==> config.mk <==
export PLATFORM = sky130hd
export DESIGN_NAME = instruction_queue_flat
export DESIGN_NICKNAME = d
export VERILOG_FILES = /design/src/rtl/instruction_queue_if.sv /design/src/rtl/instruction_queue.sv /design/src/flat_wrapper.sv
export SDC_FILE = /design/constraint.sdc
export NUM_CORES = 1
export LEC_CHECK = 0
export ABC_AREA = 1
export BUFFER_PORTS_ARGS = -buffer_cell sky130_fd_sc_hd__buf_4
export CORE_MARGIN = 4
export CORE_UTILIZATION = 60
export CTS_BUF_LIST = sky130_fd_sc_hd__clkbuf_16
export DETAILED_ROUTE_END_ITERATION = 7
export PLACE_DENSITY_LB_ADDON = 0.08
export SLEW_MARGIN = 20
export SYNTH_ARGS = -nofsm -noshare
export SYNTH_HDL_FRONTEND = slang
export SYNTH_SLANG_ARGS = --single-unit
==> constraint.sdc <==
create_clock -name clk_in -period 5.95 [get_ports clk_in]
set_clock_uncertainty 0.05 [all_clocks]
set_input_delay 1.785 -clock clk_in [delete_from_list [all_inputs] [get_ports clk_in]]
set_output_delay 1.785 -clock clk_in [all_outputs]
set_load 0.02 [all_outputs]
==> src/rtl/instruction_queue_if.sv <==
// Fetch-side and issue-side signal bundle of the instruction queue.
// The queue connects through the slave modport; fetch/downstream models use master.
interface instruction_queue_if #(
  parameter int ADDR_W = 4
);
  logic              ifu_valid;
  logic [31:0]       ifu_ins;
  logic [31:0]       ifu_pc;
  logic              isq_full;
  logic              isq_almost_full;
  logic              rob_is_full;
  logic              rs_is_full;
  logic              lsb_is_full;
  logic              get_instruction;
  logic [31:0]       isq_ins_out;
  logic [31:0]       isq_pc_out;
  logic [ADDR_W:0]   isq_count;

  modport master (
    output ifu_valid, ifu_ins, ifu_pc, rob_is_full, rs_is_full, lsb_is_full,
    input  isq_full, isq_almost_full, get_instruction, isq_ins_out, isq_pc_out, isq_count
  );

  modport slave (
    input  ifu_valid, ifu_ins, ifu_pc, rob_is_full, rs_is_full, lsb_is_full,
    output isq_full, isq_almost_full, get_instruction, isq_ins_out, isq_pc_out, isq_count
  );
endinterface

==> src/rtl/instruction_queue.sv <==
// Instruction FIFO between fetch and dispatch, issuing at most one entry per cycle.
// Optional macro ISQ_BYPASS_EN: an instruction arriving at an empty queue goes straight to the outputs.
module instruction_queue #(
  parameter int DEPTH     = 16,
  parameter int ADDR_W    = 4,
  parameter int AF_MARGIN = 2
) (
  input  logic               clk_in,
  input  logic               rst_in,
  input  logic               rdy_in,
  input  logic               roll_back,
  instruction_queue_if.slave isq
);
  localparam logic [ADDR_W:0] FULL_CNT = (ADDR_W + 1)'(DEPTH);
  localparam logic [ADDR_W:0] AF_CNT   = (ADDR_W + 1)'(DEPTH - AF_MARGIN);

  logic [31:0]       mem_ins [DEPTH];
  logic [31:0]       mem_pc  [DEPTH];

  logic [ADDR_W-1:0] head_q, head_d;
  logic [ADDR_W-1:0] tail_q, tail_d;
  logic [ADDR_W:0]   count_q, count_d;
  logic              get_q, get_d;
  logic [31:0]       ins_q, ins_d;
  logic [31:0]       pc_q, pc_d;

  logic              ds_ready;
  logic              push;
  logic              pop;
  logic              bypass;

  always_comb begin
    head_d   = head_q;
    tail_d   = tail_q;
    count_d  = count_q;
    get_d    = 1'b0;
    ins_d    = ins_q;
    pc_d     = pc_q;
    ds_ready = !isq.rob_is_full && !isq.rs_is_full && !isq.lsb_is_full;
    push     = 1'b0;
    pop      = 1'b0;
    bypass   = 1'b0;

    if (roll_back) begin
      // Mispredict flush: drop everything, including a same-cycle fetch.
      head_d  = '0;
      tail_d  = '0;
      count_d = '0;
    end else if (rdy_in) begin
      pop = (count_q != '0) && ds_ready;
`ifdef ISQ_BYPASS_EN
      bypass = (count_q == '0) && isq.ifu_valid && ds_ready;
`endif
      // When full, a push is still accepted if a pop frees the head slot this cycle.
      push = isq.ifu_valid && !bypass && ((count_q != FULL_CNT) || pop);

      if (push) tail_d = tail_q + 1'b1;
      if (pop) begin
        head_d = head_q + 1'b1;
        ins_d  = mem_ins[head_q];
        pc_d   = mem_pc[head_q];
        get_d  = 1'b1;
      end
      if (bypass) begin
        ins_d = isq.ifu_ins;
        pc_d  = isq.ifu_pc;
        get_d = 1'b1;
      end

      unique case ({push, pop})
        2'b10:   count_d = count_q + 1'b1;
        2'b01:   count_d = count_q - 1'b1;
        default: count_d = count_q;
      endcase
    end
  end

  always_ff @(posedge clk_in or negedge rst_in) begin
    if (!rst_in) begin
      head_q  <= '0;
      tail_q  <= '0;
      count_q <= '0;
      get_q   <= 1'b0;
      ins_q   <= '0;
      pc_q    <= '0;
    end else begin
      head_q  <= head_d;
      tail_q  <= tail_d;
      count_q <= count_d;
      get_q   <= get_d;
      ins_q   <= ins_d;
      pc_q    <= pc_d;
    end
  end

  // Storage is never reset; occupancy alone decides which entries are live.
  always_ff @(posedge clk_in) begin
    if (push) begin
      mem_ins[tail_q] <= isq.ifu_ins;
      mem_pc[tail_q]  <= isq.ifu_pc;
    end
  end

  assign isq.isq_full        = (count_q == FULL_CNT);
  assign isq.isq_almost_full = (count_q >= AF_CNT);
  assign isq.get_instruction = get_q;
  assign isq.isq_ins_out     = ins_q;
  assign isq.isq_pc_out      = pc_q;
  assign isq.isq_count       = count_q;
endmodule
==> src/flat_wrapper.sv <==
// flat-port wrapper written by rule: the top's interface ports become plain ports
module instruction_queue_flat 
#(
  parameter int DEPTH     = 16,
  parameter int ADDR_W    = 4,
  parameter int AF_MARGIN = 2
)
  (clk_in, rst_in, rdy_in, roll_back, isq_ifu_valid, isq_ifu_ins, isq_ifu_pc, isq_rob_is_full, isq_rs_is_full, isq_lsb_is_full, isq_isq_full, isq_isq_almost_full, isq_get_instruction, isq_isq_ins_out, isq_isq_pc_out, isq_isq_count);
  instruction_queue_if #(.ADDR_W(ADDR_W)) isq_i ();
  input  logic clk_in;
  input  logic rst_in;
  input  logic rdy_in;
  input  logic roll_back;
  input wire logic [$bits(isq_i.ifu_valid)-1:0] isq_ifu_valid;
  input wire logic [$bits(isq_i.ifu_ins)-1:0] isq_ifu_ins;
  input wire logic [$bits(isq_i.ifu_pc)-1:0] isq_ifu_pc;
  input wire logic [$bits(isq_i.rob_is_full)-1:0] isq_rob_is_full;
  input wire logic [$bits(isq_i.rs_is_full)-1:0] isq_rs_is_full;
  input wire logic [$bits(isq_i.lsb_is_full)-1:0] isq_lsb_is_full;
  output wire logic [$bits(isq_i.isq_full)-1:0] isq_isq_full;
  output wire logic [$bits(isq_i.isq_almost_full)-1:0] isq_isq_almost_full;
  output wire logic [$bits(isq_i.get_instruction)-1:0] isq_get_instruction;
  output wire logic [$bits(isq_i.isq_ins_out)-1:0] isq_isq_ins_out;
  output wire logic [$bits(isq_i.isq_pc_out)-1:0] isq_isq_pc_out;
  output wire logic [$bits(isq_i.isq_count)-1:0] isq_isq_count;
  assign isq_i.ifu_valid = isq_ifu_valid;
  assign isq_i.ifu_ins = isq_ifu_ins;
  assign isq_i.ifu_pc = isq_ifu_pc;
  assign isq_i.rob_is_full = isq_rob_is_full;
  assign isq_i.rs_is_full = isq_rs_is_full;
  assign isq_i.lsb_is_full = isq_lsb_is_full;
  assign isq_isq_full = isq_i.isq_full;
  assign isq_isq_almost_full = isq_i.isq_almost_full;
  assign isq_get_instruction = isq_i.get_instruction;
  assign isq_isq_ins_out = isq_i.isq_ins_out;
  assign isq_isq_pc_out = isq_i.isq_pc_out;
  assign isq_isq_count = isq_i.isq_count;
  instruction_queue #(.DEPTH(DEPTH), .ADDR_W(ADDR_W), .AF_MARGIN(AF_MARGIN)) u_core (.clk_in(clk_in), .rst_in(rst_in), .rdy_in(rdy_in), .roll_back(roll_back), .isq(isq_i));
endmodule
Word-level counts from Yosys, hierarchy flattened --
Memories as Yosys holds them, arrays and structs flattened. A register that Yosys moved wholly into a read port is not among the register bits. Cells that the tools add are included.
Operators by class: magnitude comparators 1, bitwise logic cells 1, reduce and logical (&&, ||, !) cells 19, add/sub/neg operators 4, muxes and demuxes 16, equal/unequal tests 4
Operators by type and width (count):
- 4-bit 2-to-1 mux | 6
- 5-bit 2-to-1 mux | 2
- 5-bit case mux with 2 select lines | 1
- 4-bit by 1-bit adder with 4-bit output (second input constant) | 2
- 1-bit 2-to-1 mux | 7
- 2-bit AND reduction | 3
- 2-bit nonzero test | 3
- 5-bit by 1-bit adder with 5-bit output (second input constant) | 1
- 5-bit == test (second input constant) | 1
- 5-bit by 4-bit greater-or-equal comparator with 1-bit output (second input constant) | 1
- 1-bit zero test | 5
- 5-bit != test (second input constant) | 1
- 5-bit nonzero test | 1
- 5-bit by 1-bit subtractor with 5-bit output (second input constant) | 1
- 1-bit logical AND | 4
- 3-bit AND reduction | 1
- 3-bit nonzero test | 1
- 2-bit by 1-bit == test with 1-bit output (second input constant) | 1
- 2-bit == test (second input constant) | 1
- 1-bit logical OR | 1
- 1-bit NOT | 1
Storage, ports and cells: output and inout port bits 72, memories 2, word-level logic and storage cells 51, memory bits (writable) 1024, flip-flop bits (word level) 14
Memories:
- u_core.mem_ins | depth 16, bits a word 32, rd ports 1, clocked after memory_dff 1, write ports 1, line instruction_queue.sv:17 | logic [31:0] mem_ins [DEPTH];
- u_core.mem_pc | depth 16, bits a word 32, rd ports 1, clocked after memory_dff 1, write ports 1, line instruction_queue.sv:18 | logic [31:0] mem_pc [DEPTH];

Depth between registers and ports, before layout --
Gate-level depths: netlist of the first run.
depth after elaboration 10, gate-level depth with buffers 13, mapped depth without buffers 13

Worst setup path before layout of the first run --
No wires, ideal clock.
path kind input-to-reg, start input port isq_rs_is_full, end memory u_core.mem_ins[0][0] (enable), setup time 0.486 ns, buffers on the path 1, arrival 5.273 ns, required time 5.414 ns, path slack 0.141 ns, cell stages on the path 6, cells stage by stage nor3_4 > nor2_1 > nor2_2 > nand2_2 > buf_2 > nor2_1
Between the ends: longest elaborated chain between the ends 10
RTL lines:
- from (decl) | line flat_wrapper.sv:18 | input wire logic [$bits(isq_i.rs_is_full)-1:0] isq_rs_is_full;
- 1-bit zero test | line instruction_queue.sv:39 | ds_ready = !isq.rob_is_full && !isq.rs_is_full && !isq.lsb_is_full;
- 1-bit logical AND (2 in a row) | line instruction_queue.sv:39
- 1-bit logical AND | line instruction_queue.sv:50 | pop = (count_q != '0) && ds_ready;
- 1-bit logical OR | line instruction_queue.sv:55 | push = isq.ifu_valid && !bypass && ((count_q != FULL_CNT) || pop);
- 1-bit logical AND | line instruction_queue.sv:55
- 1-bit 2-to-1 mux | line instruction_queue.sv:49 | end else if (rdy_in) begin
- 1-bit 2-to-1 mux | line instruction_queue.sv:44 | if (roll_back) begin
- 1-bit 2-to-1 mux | line instruction_queue.sv:98 | if (push) begin
- 1-bit 2-to-1 mux (implied by the code) | line instruction_queue.sv:99 | mem_ins[tail_q] <= isq.ifu_ins;
- to (decl) | line instruction_queue.sv:17
Every way passes these cells.

Final worst setup path of the first run --
start input port isq_rs_is_full, end memory u_core.mem_pc[12][2] (enable)
Between the ends: longest elaborated chain between the ends 10
RTL lines:
- 1-bit zero test | line instruction_queue.sv:39
- 1-bit logical AND (2 in a row) | line instruction_queue.sv:39
- 1-bit logical AND | line instruction_queue.sv:50
- 1-bit logical OR | line instruction_queue.sv:55
- 1-bit logical AND | line instruction_queue.sv:55
- 1-bit 2-to-1 mux | line instruction_queue.sv:49
- 1-bit 2-to-1 mux | line instruction_queue.sv:44
- 1-bit 2-to-1 mux | line instruction_queue.sv:98
- 1-bit 2-to-1 mux (implied by the code) | line instruction_queue.sv:100 | mem_pc[tail_q] <= isq.ifu_pc;
- to (decl) | line instruction_queue.sv:18
Every way passes these cells.

==> flow_summary.ini, run 1 <==
[run_status]
status = completed

[critical_path]
crit_arrival_ns = 4.29
end_kind = flip-flop
criticalPathCategory = in2reg
startpoint_type = input port
critPathTopFamily = simple AND/OR/NAND/NOR gates
critical_path.max_stage_delay_ns = 0.82
crit_path_top_delay_cell = nor2_4
critPathMaxFanout = 45
critical_path_required_ns = 6.21
critical_path.cell_chain = buf_4 > nor3_4 > nor2_1 > nor2_2 > nand2_2 > nor2_4 > buf_12
crit_buf_inv = 2

[power]
pwr_density_cell_mw_per_mm2 = 324.1
p_comb_frac = 0.050
power.share.switching = 0.2148
vdd_drop_max_uv = 282.3
switching_power_mw = 3.421
pwr-share-seq = 0.546
p_int_mw = 12.51
pwr-share-clk = 0.403
p_leak_nw = 18.30

[timing]
period_needed_ns = 4.027
slew_viol_final = 0
timing.final.crit_share = 0.6769
final_hold_viol_count = 0
worst_slew_pin_slew_ns = 1.167
setup_tns_ns = 0
setup_viol = 0
slew_headroom = 0.2218
fmax_mhz = 248.3
rsz0062_at_grt = no

[clocking]
cts_tree = built
cts.sinks = 1102
cts-hold-fix-buffers = 0
post_cts_resized = 0
h-tree-depth = 3
clkSlewWorstSetupHoldPaths_ns = 0.06
cts_buffers = 109
max-clock-path-buffers = 3
cts-root-buf = clkbuf_16
clk_latency_ns = 0.66
post_cts_buffers = 0

[synthesis]
synth_top_area_cell = edfxtp_1
synth_area_leaders = edfxtp_1, nand2_1, nand3_1
synth_area_per_cell_um2 = 12.25
synth_commonest_cells = nand2_1, edfxtp_1, nand3_1
synth_top_area_frac = 0.7021
syn-cell-area_mm2 = 0.04380
ys_seq_area_frac = 0.7466
synth_nets = 3656
synth-async-reset-ratio = 0.07078
synth_cell_type_count = 24
synth-edff-count = 1024
synth_seq_cells = 1102
synth_ff_type = edfxtp_1
synth_cells = 3575
yosys_warnings = 0
synth_most_common_cell = nand2_1

[drt]
avgViaCountPerCell = 5.928
drt_iter0_markers = 3064
drc = 0
vias = 27960
ant_nets = 0
wl_per_cell_um = 22.52
wl_um = 106200
first_pass_iters = 6

[flow_run]
max_cap_viol_count = 0

[floorplanning]
num_rows = 98
die_w_um = 278.2
coreArea_mm2 = 0.07198
start_util = 0.6085
die_height_um = 278.2
num_io_pins = 144
dieArea_mm2 = 0.07738

[global_route]
grt_pass1_vias = 27710
grt_use_total = 0.2718
grt_first_pass_wirelength_um = 162600
grt_max_degree = 142
grt-ovfl-total = 0
grt_antenna_before_repair = 6

[placed_design]
gp_congestion = 0.7990
io_buffers = 143
dp_hpwl_um = 54740
post_dp_cell_area_mm2 = 0.04575

[layout]
layout-drive-gt1-share = 0.09676
final_area_mm2 = 0.04914
synthToLayoutAreaGrowth_pct = 12.19
fin_util = 0.6827
nets = 3747

[min_path]
holdCritPathClass = reg2reg
-- worst min-delay path, cell delays in order, from the launching register on --
cell and delay, ns:
dfrtp_1 0.35, nand2_1 0.06, nand2_1 0.05
-- kinds of logic (layout without fill, tap and decap cells) --
kind of cell	after synthesis	in the layout	share of synthesized area
flops	1102	1102	0.7466
other cells	0	5	0
xor+xnor	2	2	0.0004000
fa+ha+maj	9	9	0.002743
buf+inv	234	421	0.02611
compound gates	271	271	0.03108
simple gates	1957	1957	0.1930
-- path summary, 6_finish.rpt --
check | slack, ns | cells past startpoint | startpoint | endpoint
worst max register to register | 2.61 | 7 | u_core.head_q[1]$_DFFE_PN0P_ | u_core.isq.isq_pc_out[9]$_DFFE_PN0P_
worst max-delay path | 1.92 | 7 | isq_rs_is_full | u_core.mem_pc[12][2]$_DFFE_PP_
worst min-delay path | 0.44 | 2 | u_core.isq.isq_pc_out[26]$_DFFE_PN0P_ | u_core.isq.isq_pc_out[26]$_DFFE_PN0P_
worst min register to register | 0.44 | 2 | u_core.isq.isq_pc_out[26]$_DFFE_PN0P_ | u_core.isq.isq_pc_out[26]$_DFFE_PN0P_
max in group asynchronous | 3.58 | 2 | rst_in | u_core.isq.isq_pc_out[1]$_DFFE_PN0P_
min in group asynchronous | 1.15 | 1 | rst_in | u_core.isq.isq_ins_out[25]$_DFFE_PN0P_
-- state kept, by name, indices dropped and copies added (netlist names) --
signal,flops
u_core.isq.isq_ins_out,32
u_core.isq.get_instruction,1
u_core.mem_ins,512
u_core.head_q,4
u_core.mem_pc,512
u_core.isq.isq_count,5
u_core.tail_q,4
u_core.isq.isq_pc_out,32
-- metal layers --
layer	global-route usage	vias up	share of wire
li1	-	12770	-
met1	0.3674	13750	0.40
met2	0.4609	1205	0.50
met3	0.03800	234	0.071
met4	0.09306	0	0.031
met5	0	-	0
-- power by group through the flow --
stage	Clock, mW	Combinational [mW]	Sequential, mW
floorplan	0	0.251	8.97
CTS	6.51	0.814	8.70
finish	6.42	0.804	8.70
global placement	0	0.792	8.87
detailed placement	0	0.811	8.86
global route	6.87	0.877	8.71
-- placed cells by master, fill, tap and decap left out, types with 2 or more instances in the layout --
| cell | count |
|---|---|
| nand3_1 | 465 |
| inv_1 | 53 |
| clkinvlp_4 | 4 |
| inv_4 | 2 |
| bufinv_16 | 5 |
| nand4_1 | 7 |
| nand3b_1 | 129 |
| dfrtp_4 | 3 |
| o21ai_0 | 8 |
| nor2_1 | 12 |
| clkbuf_16 | 113 |
| edfxtp_1 | 1024 |
| ha_1 | 8 |
| clkinv_1 | 30 |
| dfrtp_1 | 75 |
| inv_6 | 3 |
| nand2_1 | 1320 |
| a21oi_1 | 261 |
| nor2_4 | 18 |
| nand2_2 | 2 |
| o31ai_1 | 2 |
| xnor2_1 | 2 |
| clkinv_2 | 15 |
| buf_4 | 176 |
| buf_12 | 17 |
| diode_2 | 5 |
-- layout make-up --
| cell class | count | area (µm²) |
|---|---|---|
| repair buffers | 193 | 1662 |
| inverters | 21 | 93.84 |
| multi-input cells | 2239 | 10090 |
| fillers | 5086 | 22840 |
| diodes | 5 | 12.51 |
| well taps | 950 | 1189 |
| clock inverters | 94 | 546.8 |
| flip-flops and latches | 1102 | 32710 |
| clock buffers | 113 | 2828 |
-- through the flow --
stage	setup slack, ns	total power [mW]	hold WS [ns]	instances
global placement	1.363	9.657	0.4292	4505
detailed placement	1.259	9.673	0.4262	4505
floorplan	0.1411	9.220	0.4553	3575
global route	1.767	16.46	0.4587	4716
finish	1.923	15.93	0.4400	4717
CTS	1.955	16.03	0.4418	4712
(Power assumes the default switching activity.)
==> inputs of run 2 (changes only) <==
- clock period: 5.95 -> 4 ns (I/O delays scaled with it)
==> run 2 against run 1 <==
Critical path depth is 1 higher. Setup slack lost 0.96 ns. Cell count rose by 0.28%. Cell area up 0.76%. Power is 50% higher. Sequential power is 48% higher. Sequential share of layout area shrank 0.50 points. Global-route usage increased by 1.2 points. Wire length grew 4.8%. Die area is the same. Non-clock buffer count up 23. First-iteration DRC count increased by 14%. Largest power group unchanged.
==> flow_summary.ini, run 2 (synthesized netlist as in run 1, its figures left out) <==
[drt]
vias = 28490
avgViaCountPerCell = 6.023
ant_nets = 0
drc = 0
wl_um = 111400
first_pass_iters = 6
wl_per_cell_um = 23.54
drt_iter0_markers = 3488

[clocking]
cts_buffers = 108
clkSlewWorstSetupHoldPaths_ns = 0.06
cts.sinks = 1102
h-tree-depth = 3
clk_latency_ns = 0.65
cts_tree = built
max-clock-path-buffers = 3
cts-hold-fix-buffers = 0
cts-root-buf = clkbuf_16
post_cts_buffers = 0
post_cts_resized = 0

[timing]
slew_viol_final = 0
rsz0062_at_grt = no
fmax_mhz = 329.3
layout_setup_ws_ns = 0.9632
whs_ns = 0.4146
worst_slew_pin_slew_ns = 1.036
slew_headroom = 0.3095
final_hold_viol_count = 0
timing.final.crit_share = 0.7592
period_needed_ns = 3.037
setup_viol = 0

[layout]
reg.largest.list = u_core.mem_ins x512, u_core.mem_pc x512
synthToLayoutAreaGrowth_pct = 13.05
num-fill-cells = 5007
regArea_mm2 = 0.03271
layout_common_cells = nand2_1, edfxtp_1, nand3_1
layout-drive-gt1-share = 0.1035
mostFrequentLayoutCell = nand2_1
multi_input_area_mm2 = 0.01009
fin_cells = 4730
nets = 3769

[critical_path]
critical_path.cell_chain = buf_4 > nor3_4 > nor2_1 > nor2_2 > nand2_2 > buf_4 > nor2_4 > buf_12
reg2reg_from = u_core.isq.isq_count[3]$_DFFE_PN0P_
critPathTopFamily = simple AND/OR/NAND/NOR gates
crit_buf_inv = 3
criticalPathCategory = in2reg
critical_path_required_ns = 4.25
critPathMaxFanout = 60
end_kind = flip-flop
crit_arrival_ns = 3.29
rr_worst_depth = 8
r2r_end = u_core.mem_pc[12][27]$_DFFE_PP_
worst_path_most_repeated_cell = buf_4
startpoint_type = input port
crit_path_top_delay_cell = nand2_2
ff2ff_setup_slack_ns = 1.20
critical_path.max_stage_delay_ns = 0.42

[flow_run]
max_cap_viol_count = 0

[run_status]
status = completed

[floorplanning]
start_util = 0.6085
dieArea_mm2 = 0.07738
die_w_um = 278.2
coreArea_mm2 = 0.07198
die_height_um = 278.2
num_io_pins = 144
num_rows = 98

[placed_design]
place_ws_ns = 0.3412
dp_hpwl_um = 64230
gp_congestion = 0.8799
place_inst = 4528
io_buffers = 143

[power]
p_leak_nw = 18.46
pwr_density_cell_mw_per_mm2 = 481.1
vdd_drop_max_uv = 410.7
finalPower_mw = 23.82

[global_route]
grt_first_pass_wirelength_um = 168500
grt_pass1_vias = 28050
grt_antenna_before_repair = 0
grt_max_degree = 187
grt_use_total = 0.2843
grt-ovfl-total = 0

[min_path]
holdCritPathClass = in2async
[run 2: cell count changes in the layout (fill, tap and decap cells not counted), sizes merged]
cell	delta
buf	+23
bufinv	+2
clkinv	-1
clkinvlp	+3
diode	-4
inv	-10
[run 2: metal layers]
layer | GRT usage | up-vias | wire [µm]
li1 | - | 12800 | -
met1 | 0.4098 | 14160 | 45690
met2 | 0.4566 | 1367 | 53610
met3 | 0.04203 | 164 | 9061
met4 | 0.08994 | 0 | 2989
met5 | 0 | - | 0
[run 2: how the worst max path moves through the flow]
stage | endpoint | cells past startpoint | from
after global placement | u_core.mem_ins[8][22]$_DFFE_PP_ | 7 | isq_rs_is_full
after floorplan | u_core.mem_ins[4][0]$_DFFE_PP_ | 5 | isq_rs_is_full
after CTS | u_core.mem_pc[6][27]$_DFFE_PP_ | 7 | isq_rs_is_full
after detailed placement | u_core.mem_pc[6][23]$_DFFE_PP_ | 7 | isq_rs_is_full
final | u_core.mem_pc[12][27]$_DFFE_PP_ | 8 | isq_rs_is_full
after global routing | u_core.mem_pc[12][29]$_DFFE_PP_ | 8 | isq_rs_is_full
[run 2: final cells by class]
| class | count | area share |
|---|---|---|
| Antenna cell | 1 | 0.00005054 |
| Timing Repair Buffer | 216 | 0.04109 |
| Sequential cell | 1102 | 0.6607 |
| Clock buffer | 113 | 0.05711 |
| Inverter | 21 | 0.001870 |
| Tap cell | 950 | 0.02401 |
| Clock inverter | 88 | 0.01132 |
| Multi-Input combinational cell | 2239 | 0.2039 |
[run 2: worst register-to-register path, delay by kind of cell, from the launching register on]
kind | cells | cell delay, ns
buf+inv | 2 | 0.69
simple gates | 6 | 1.19
flops | 1 | 0.46
[run 2: power by group]
group | leakage (nW) | total, mW | switching, mW | internal, mW
registers | 10.2 | 12.9 | 0.143 | 12.8
clock network | 1.76 | 9.62 | 4.11 | 5.51
logic | 6.45 | 1.26 | 0.844 | 0.418
[run 2: stage by stage]
stage          area (µm²)    util  setup TNS (ns)
6_report            49510  0.6879               0
5_1_grt             49510  0.6879               0
4_1_cts             49510  0.6879               0
3_5_place_dp        46120  0.6408               0
3_3_place_gp        46120  0.6408               0
2_1_floorplan       43870       -         -404.89
